--- src/rtl/frame_rx_pkg.sv ---
// -----------------------------------------------------------------------------
// frame_rx_pkg
// Shared definitions for the serial frame receiver:
//   DATA_W_DEF : default number of payload bits per frame
//   state_t    : receiver FSM state encoding
// -----------------------------------------------------------------------------
package frame_rx_pkg;

    localparam int DATA_W_DEF = 8;

    typedef enum logic [1:0] {
        ST_IDLE = 2'd0,
        ST_DATA = 2'd1,
        ST_STOP = 2'd2
    } state_t;

endpackage

--- src/rtl/frame_rx_sync2.sv ---
// -----------------------------------------------------------------------------
// sync2
// Two-flop synchronizer for a single asynchronous input.
// Ports:
//   clk : sampling clock
//   rst : synchronous active-high reset, loads both flops with RST_VAL
//   d   : asynchronous input
//   q   : synchronized output (two clk edges of latency)
// -----------------------------------------------------------------------------
module sync2 #(
    parameter logic RST_VAL = 1'b1
) (
    input  logic clk,
    input  logic rst,
    input  logic d,
    output logic q
);

    logic meta_q;
    logic meta_d;
    logic sync_q;
    logic sync_d;

    always_comb begin
        meta_d = d;
        sync_d = meta_q;
    end

    always_ff @(posedge clk) begin
        if (rst) begin
            meta_q <= RST_VAL;
            sync_q <= RST_VAL;
        end else begin
            meta_q <= meta_d;
            sync_q <= sync_d;
        end
    end

    assign q = sync_q;

endmodule

--- src/rtl/frame_rx.sv ---
// -----------------------------------------------------------------------------
// frame_rx
// Strobe-driven serial frame receiver: start bit (0), DATA_W payload bits
// LSB first, one stop bit (1). Bits are sampled only on bit_en strobes from
// the synchronized line. Good payloads are offered on a valid/ready output
// register; a bad stop bit raises frame_err, and a good frame arriving while
// the output is still held raises overrun and is dropped.
//
// state | meaning
// ------+---------------------------------------------------------------
// IDLE  | line idle, waiting for a strobe that samples a low start bit
// DATA  | shifting in payload bits, one per strobe
// STOP  | next strobe samples the stop bit and finishes the frame
//
// Ports:
//   clk       : single clock, rising edge
//   rst       : synchronous active-high reset
//   sin       : asynchronous serial line, idle high
//   bit_en    : one-cycle bit-sample strobe
//   out_ready : consumer accepts out_data this cycle
//   out_data  : last good frame payload
//   out_valid : out_data holds an unaccepted word
//   frame_err : one-cycle pulse on a bad stop bit
//   overrun   : one-cycle pulse when a good frame is dropped
// -----------------------------------------------------------------------------
module frame_rx
    import frame_rx_pkg::*;
#(
    parameter int DATA_W = DATA_W_DEF
) (
    input  logic              clk,
    input  logic              rst,
    input  logic              sin,
    input  logic              bit_en,
    input  logic              out_ready,
    output logic [DATA_W-1:0] out_data,
    output logic              out_valid,
    output logic              frame_err,
    output logic              overrun
);

    localparam int CNT_W = $clog2(DATA_W + 1);
    localparam logic [CNT_W-1:0] CNT_LAST = CNT_W'(DATA_W - 1);
    localparam logic [CNT_W-1:0] CNT_ONE  = CNT_W'(1);

    logic              sin_s;

    state_t            state_q;
    state_t            state_d;
    logic [CNT_W-1:0]  cnt_q;
    logic [CNT_W-1:0]  cnt_d;
    logic [DATA_W-1:0] shift_q;
    logic [DATA_W-1:0] shift_d;
    logic [DATA_W-1:0] out_data_q;
    logic [DATA_W-1:0] out_data_d;
    logic              out_valid_q;
    logic              out_valid_d;
    logic              frame_err_q;
    logic              frame_err_d;
    logic              overrun_q;
    logic              overrun_d;

    logic              stop_hit;
    logic              good_frame;
    logic              bad_frame;

    sync2 #(
        .RST_VAL (1'b1)
    ) u_sync2 (
        .clk (clk),
        .rst (rst),
        .d   (sin),
        .q   (sin_s)
    );

    // State register and all other flops.
    always_ff @(posedge clk) begin
        if (rst) begin
            state_q     <= ST_IDLE;
            cnt_q       <= '0;
            shift_q     <= '0;
            out_data_q  <= '0;
            out_valid_q <= 1'b0;
            frame_err_q <= 1'b0;
            overrun_q   <= 1'b0;
        end else begin
            state_q     <= state_d;
            cnt_q       <= cnt_d;
            shift_q     <= shift_d;
            out_data_q  <= out_data_d;
            out_valid_q <= out_valid_d;
            frame_err_q <= frame_err_d;
            overrun_q   <= overrun_d;
        end
    end

    // Next-state, bit counter and shift register.
    always_comb begin
        state_d = state_q;
        cnt_d   = cnt_q;
        shift_d = shift_q;
        if (bit_en) begin
            case (state_q)
                ST_IDLE: begin
                    if (!sin_s) begin
                        state_d = ST_DATA;
                        cnt_d   = '0;
                    end
                end
                ST_DATA: begin
                    // Right shift in at the MSB: after DATA_W bits the first
                    // line bit has reached bit 0.
                    shift_d = {sin_s, shift_q[DATA_W-1:1]};
                    cnt_d   = cnt_q + CNT_ONE;
                    if (cnt_q == CNT_LAST) begin
                        state_d = ST_STOP;
                    end
                end
                ST_STOP: begin
                    state_d = ST_IDLE;
                end
                default: begin
                    state_d = ST_IDLE;
                end
            endcase
        end
    end

    // Output holding register and status pulses.
    always_comb begin
        stop_hit   = (state_q == ST_STOP) && bit_en;
        good_frame = stop_hit && sin_s;
        bad_frame  = stop_hit && !sin_s;

        out_data_d  = out_data_q;
        out_valid_d = out_valid_q;
        frame_err_d = bad_frame;
        overrun_d   = 1'b0;

        if (out_valid_q && out_ready) begin
            out_valid_d = 1'b0;
        end

        // An accept in the same cycle frees the holding register, so the
        // new payload can take its place without an overrun.
        if (good_frame) begin
            if (!out_valid_q || out_ready) begin
                out_data_d  = shift_q;
                out_valid_d = 1'b1;
            end else begin
                overrun_d = 1'b1;
            end
        end
    end

    assign out_data  = out_data_q;
    assign out_valid = out_valid_q;
    assign frame_err = frame_err_q;
    assign overrun   = overrun_q;

endmodule

--- config.mk ---
export PLATFORM = sky130hd
export DESIGN_NAME = frame_rx
export DESIGN_NICKNAME = d
export VERILOG_FILES = /design/src/rtl/frame_rx_pkg.sv /design/src/rtl/frame_rx_sync2.sv /design/src/rtl/frame_rx.sv
export SDC_FILE = /design/constraint.sdc
export NUM_CORES = 1
export LEC_CHECK = 0
export CAP_MARGIN = 20
export CORE_MARGIN = 3
export CORE_UTILIZATION = 47
export DETAILED_ROUTE_END_ITERATION = 7
export HOLD_SLACK_MARGIN = 0.06
export PLACE_DENSITY = 0.71
export SLEW_MARGIN = 20
export SYNTH_ARGS = -nofsm -noshare
export SYNTH_HDL_FRONTEND = slang
export SYNTH_HIERARCHICAL = 1
export SYNTH_SLANG_ARGS = --single-unit
--- constraint.sdc ---
create_clock -name clk -period 1.2 [get_ports clk]
set_input_delay 0.24 -clock clk [delete_from_list [all_inputs] [get_ports clk]]
set_output_delay 0.24 -clock clk [all_outputs]
set_load 0.005 [all_outputs]
==> metrics, run 1 <==
Multi-input gate area=556 um^2; Yosys Warn Count=6; Reg area=between 500 and 600 um^2; First DRT Iteration DRCs=7; Cell Rows=17; CP endpoint kind=register; max-cap viol count=0; CTS tree=built; Post-DP Area=roughly 0.0013 mm^2; drt first pass iters=4; Initial Util=between 50 and 60%; LEAKAGE=a little under 0.6 nW; critical path fanouts, max=8; CP required=about 1.5 ns; GPL Wtd Cong=roughly 0.83; IO Port Bufs=15; final instance area=~0.0015 mm^2; RSZ-0062 raised after global routing=yes; slowest CP cell=dfxtp_4; Die Span Y=approximately 55 um; post-route DRC violation count=0; die area=just over 0.003 mm^2; Post-Syn Nets=approximately 120; post-synth top area share=about 48%; Routed WL per cell=about 13 um; worst-margin pin slew=about 0.25 ns; fmax=838 MHz; layout cells sized above 1=30.9%; Filler Cells Inserted=186; Global Route Usage Sum=~17%; dpl hpwl=approximately 1500 um; Final Util=roughly two thirds; largest buffer count on any clock path=2; dpl cells=around 160; peak supply drop=990 uV; dominant register cell in the synthesized netlist=dfxtp_1; Period minus WS final=1.19 ns; reg2reg setup slack=0.006 ns; register area share after synthesis=between 40 and 50%; worst endpoint data arrival time=between 1 and 1.5 ns; DR vias=approximately 840; Slew HR=83.4%; nets@finish=146; commonest non-fill, non-tap cell in the layout=nand2b_1; Synth-to-Final Area Change=30.1%; run status=completed; core footprint=between 0.002 and 0.0025 mm^2; kind of critical path=reg2reg; root buf cell=clkbuf_4; chip width=55.0 um; main area contributors after synthesis=dfxtp_1, mux2i_1, nand2b_1; global-route wire length before repair=~3600 um; Synth area leader=dfxtp_1; Routed Antenna Nets=0; WL final=2160 um; # clock sinks=27; ant diodes=0; post-DR vias/cell=~5; total power=approximately 1.4 mW; synth unique cells=30; critical path cell sequence=nand4b_1 -> nor2b_1 -> buf_6 -> mux2i_2; vias in the first global route=about 800; Post-CTS Hold Fix Bufs=0; Power per Cell Area=948 mW/mm^2; post-route clock period utilization=roughly 100%; final hold viol count=0; TritonCTS Buffers=3; delay of the slowest critical-path stage=roughly 0.38 ns; Syn Area/Cell=just over 10 um^2; Mapped Area=0.00113 mm^2; Pins Over Slew Limit=0; Async S/R FF share, synth=0%; final setup fails=0; H-Tree Depth=1; io pins=16; #FFs+latches synth=27; Mapped Cells=between 100 and 150; clk_lat worst skew=about 0.33 ns; initial antenna violation count=0; commonest non-fill, non-tap cells in the layout=nand2b_1, mux2i_1, buf_4; Hold WC Path Type=reg2reg; final cell count without fillers=167; Clock Skew=0.00528 ns; grt ovf=0; largest net degree at the start of global routing=18; Post-synth EDFFs=0; Clk pin slew, worst setup/hold paths=about 0.14 ns; Setup crit start kind=register
[layer usage]
metal	vias to the layer above	GRT usage (%)	share of wire [%]
li1	437	-	-
met1	381	20.9	48
met2	17	27.6	47
met3	2	5.63	4.3
met4	0	3.64	0.88
met5	-	0	0
[state kept, by name (all words and copies together) (netlist names)]
| register | cells |
|---|---|
| shift_q | 8 |
| u_sync2/meta_q | 1 |
| frame_err | 1 |
| out_data | 8 |
| overrun | 1 |
| state_q | 2 |
| u_sync2/q | 1 |
| out_valid | 1 |
| cnt_q | 4 |
[timing repair]
| item | CTS | global route |
|---|---|---|
| setup buffers | 2 | 2 |
| cloned | 0 | 0 |
| pin swaps | 2 | 1 |
| endpoints found under the setup margin | 31 | 29 |
| gates resized for setup | 25 | 23 |
| endpoints found under the hold margin | 0 | 0 |
[worst paths after layout]
kind,end,cells after the start,startpoint
hold reg to reg,u_sync2/q,1,u_sync2/meta_q
setup / recovery,out_data[2],4,state_q[0]
setup reg to reg,out_data[2],4,state_q[0]
hold / removal,u_sync2/q,1,u_sync2/meta_q
[per-stage QoR]
step / hold WS (ns) / worst slack, ns / setup TNS [ns]
2_1_floorplan: 0.337 / 0.0343 / 0
3_3_place_gp: 0.386 / -0.382 / -7.32
3_5_place_dp: 0.408 / -0.436 / -8.32
4_1_cts: 0.443 / 0.00101 / 0
5_1_grt: 0.453 / -0.0810 / -0.445
6_report: 0.433 / 0.00605 / 0
[synthesized netlist by cell type (2+ instances only)]
library cell / number
o21ai_0: 5
nand3_1: 2
mux2i_1: 16
dfxtp_1: 27
a21oi_1: 5
nand4b_1: 2
or2_1: 3
clkbuf_1: 2
nand2b_1: 17
nor2b_1: 3
nor2_1: 9
buf_6: 2
[critical path: cells and delay by family (launching register included)]
family / cells / cell delay [ns]
and+or+nand+nor: 2 / 0.35
DFF: 1 / 0.38
buffers and inverters: 1 / 0.17
muxes: 1 / 0.23
[where the power goes]
part           internal [mW]  total [mW]  switching, mW
clock network          0.128       0.399          0.271
logic                 0.0464      0.0877         0.0413
registers              0.899       0.903        0.00435
[cell type report]
cell class / instances / share of cell area (%)
clock buffers: 3 / 1.54
inverters: 2 / 0.512
flip-flops and latches: 27 / 38.4
well taps: 28 / 2.39
multi-input cells: 75 / 37.9
repair buffers: 31 / 18.8
clock inverters: 1 / 0.512
[cell families (layout without fill, tap and decap cells)]
| group | Yosys count | in the layout | share of synthesized area [%] |
|---|---|---|---|
| and+or+nand+nor | 45 | 45 | 24.5 |
| DFF | 27 | 27 | 47.9 |
| muxes | 16 | 16 | 14.2 |
| AOI/OAI and AO/OA | 13 | 13 | 6.55 |
| buffers and inverters | 9 | 37 | 5.66 |
| adders and majority gates | 1 | 1 | 1.11 |
No activity file was read; power rests on OpenSTA's default activity.
==> inputs of run 2 (changes only) <==
TNS_END_PERCENT = 1   (was unset)
==> metrics, run 2 (synthesis gave the netlist of run 1 again) <==
post-route clock period utilization=99.7% (+0.17 points); First DRT Iteration DRCs=8 (+1); # clock sinks=27 (unchanged); dpl hpwl=1530 um (unchanged); post-route worst setup slack=0.00403 ns (-0.00202 ns); RR Startpoint=state_q[0]; TNS Setup=0 ns (unchanged); Global Route Usage Sum=16.5% (-0.17 points); final instance area=0.00143 mm^2 (-2.6%); Final Util=63.9% (-1.7 points); Setup crit start kind=register; FF-to-FF path depth=4 (unchanged); reg2reg setup slack=0.004 ns (about the same); commonest non-fill, non-tap cells in the layout=nand2b_1, dfxtp_1, mux2i_1; commonest non-fill, non-tap cell in the layout=nand2b_1; largest net degree at the start of global routing=18 (unchanged); io pins=16 (unchanged); initial antenna violation count=0 (unchanged); CP required=1.46 ns (about the same); Synth-to-Final Area Change=26.6%; CP Depth=4 (unchanged); TritonCTS Buffers=3 (unchanged); core footprint=0.00223 mm^2 (unchanged); global-route wire length before repair=3520 um (-0.96%); Filler Cells Inserted=195 (+4.8%); IO Port Bufs=15 (unchanged); Post-CTS Hold Fix Bufs=0 (unchanged); Initial Util=50.5% (unchanged); worst slack, placed=-0.436 ns (unchanged); Hold WC Path Type=reg2reg; RR Endpoint=out_data[2]; Slew HR=83.1% (-0.25 points); Period minus WS final=1.20 ns (+0.00202 ns); final hold viol count=0 (unchanged); RSZ-0062 raised after global routing=yes; Routed Antenna Nets=0 (unchanged); root buf cell=clkbuf_4; Pins Over Slew Limit=0 (unchanged); hold slack=0.432 ns (-0.000441 ns); Post-DP Area=0.00135 mm^2 (unchanged); vias in the first global route=795 (-1.0%); fmax=836 MHz (-0.17%); layout cells sized above 1=27.9% (-3.0 points); final setup fails=0 (unchanged); WL final=2140 um (-1.0%); nets@finish=143 (-2.1%); Routed WL per cell=13.0 um (+0.79%); peak supply drop=995 uV (+0.50%); delay of the slowest critical-path stage=0.38 ns (about the same); critical path fanouts, max=8 (unchanged); worst-margin pin slew=0.251 ns (+0.00373 ns); Top delay family on crit path=flip-flops; CTS tree=built; Power per Cell Area=975 mW/mm^2 (+2.8%); post-route DRC violation count=0 (unchanged); Clk pin slew, worst setup/hold paths=0.14 ns (about the same); kind of critical path=reg2reg; clk_lat worst skew=0.33 ns (about the same); Worst Path Buf+Inv=1 (unchanged); CP endpoint kind=register; worst endpoint data arrival time=1.46 ns (about the same); Worst Setup SP=state_q[0]; LEAKAGE=0.565 nW (-3.8%); grt ovf=0 (unchanged); drt first pass iters=4 (unchanged); critical path cell sequence=nand4b_1 -> nor2b_1 -> buf_6 -> mux2i_2; max-cap viol count=0 (unchanged); run status=completed; H-Tree Depth=1 (unchanged); GPL Wtd Cong=0.826 (unchanged); slowest CP cell=dfxtp_4; Cell Rows=17 (unchanged); Worst Hold Depth=1 (unchanged); CP Capture Point=out_data[2]; post-DR vias/cell=5.04 (+0.49%); Die Span Y=55.0 um (unchanged); DR vias=826 (-1.3%); chip width=55.0 um (unchanged); ant diodes=0 (unchanged); die area=0.00302 mm^2 (unchanged); largest buffer count on any clock path=2 (unchanged); Clock Skew=0.00628 ns (+0.00100 ns)
==> run 2: cell type report <==
type	instances	area [um^2]	share of cell area [%]
tap	28	35.0	2.45
inverter	2	7.51	0.526
clock buffer	3	22.5	1.58
clock inverter	1	7.51	0.526
multi-input combinational	75	543	38.0
timing repair buffer	28	251	17.6
sequential	27	561	39.3
==> run 2: how the worst min path moves through the flow <==
stage / from / endpoint / slack [ns]
2_1_floorplan: rst / u_sync2/meta_q / 0.34
3_3_place_gp: u_sync2/meta_q / u_sync2/q / 0.39
3_5_place_dp: u_sync2/meta_q / u_sync2/q / 0.41
4_1_cts: u_sync2/meta_q / u_sync2/q / 0.44
5_1_grt: sin / u_sync2/meta_q / 0.45
6_report: u_sync2/meta_q / u_sync2/q / 0.43
==> run 2: per-stage QoR <==
| stage | instances | total power, mW |
|---|---|---|
| final | 164 | 1.39 |
| after global routing | 164 | 1.45 |
| after CTS | 163 | 1.41 |
| after detailed placement | 159 | 1.01 |
| after global placement | 159 | 1.01 |
| after floorplan | 111 | 0.975 |
==> run 2: where the power goes <==
group / internal (mW) / switching, mW
registers: 0.899 / 0.00398
logic: 0.0463 / 0.0411
clock network: 0.128 / 0.273
total: 1.07 / 0.318
==> run 2: what timing repair did <==
item	CTS	global route
setup buffers	0	1
gates resized for setup	24	20
setup endpoints to repair	31	28
pin swaps	0	1
==> run 2: metal layers <==
layer  global-route usage, %  share of wire (%)
met5                       0                  0
met4                    4.05               0.89
met3                    6.17                5.1
met2                    26.8                 47
met1                    20.5                 47
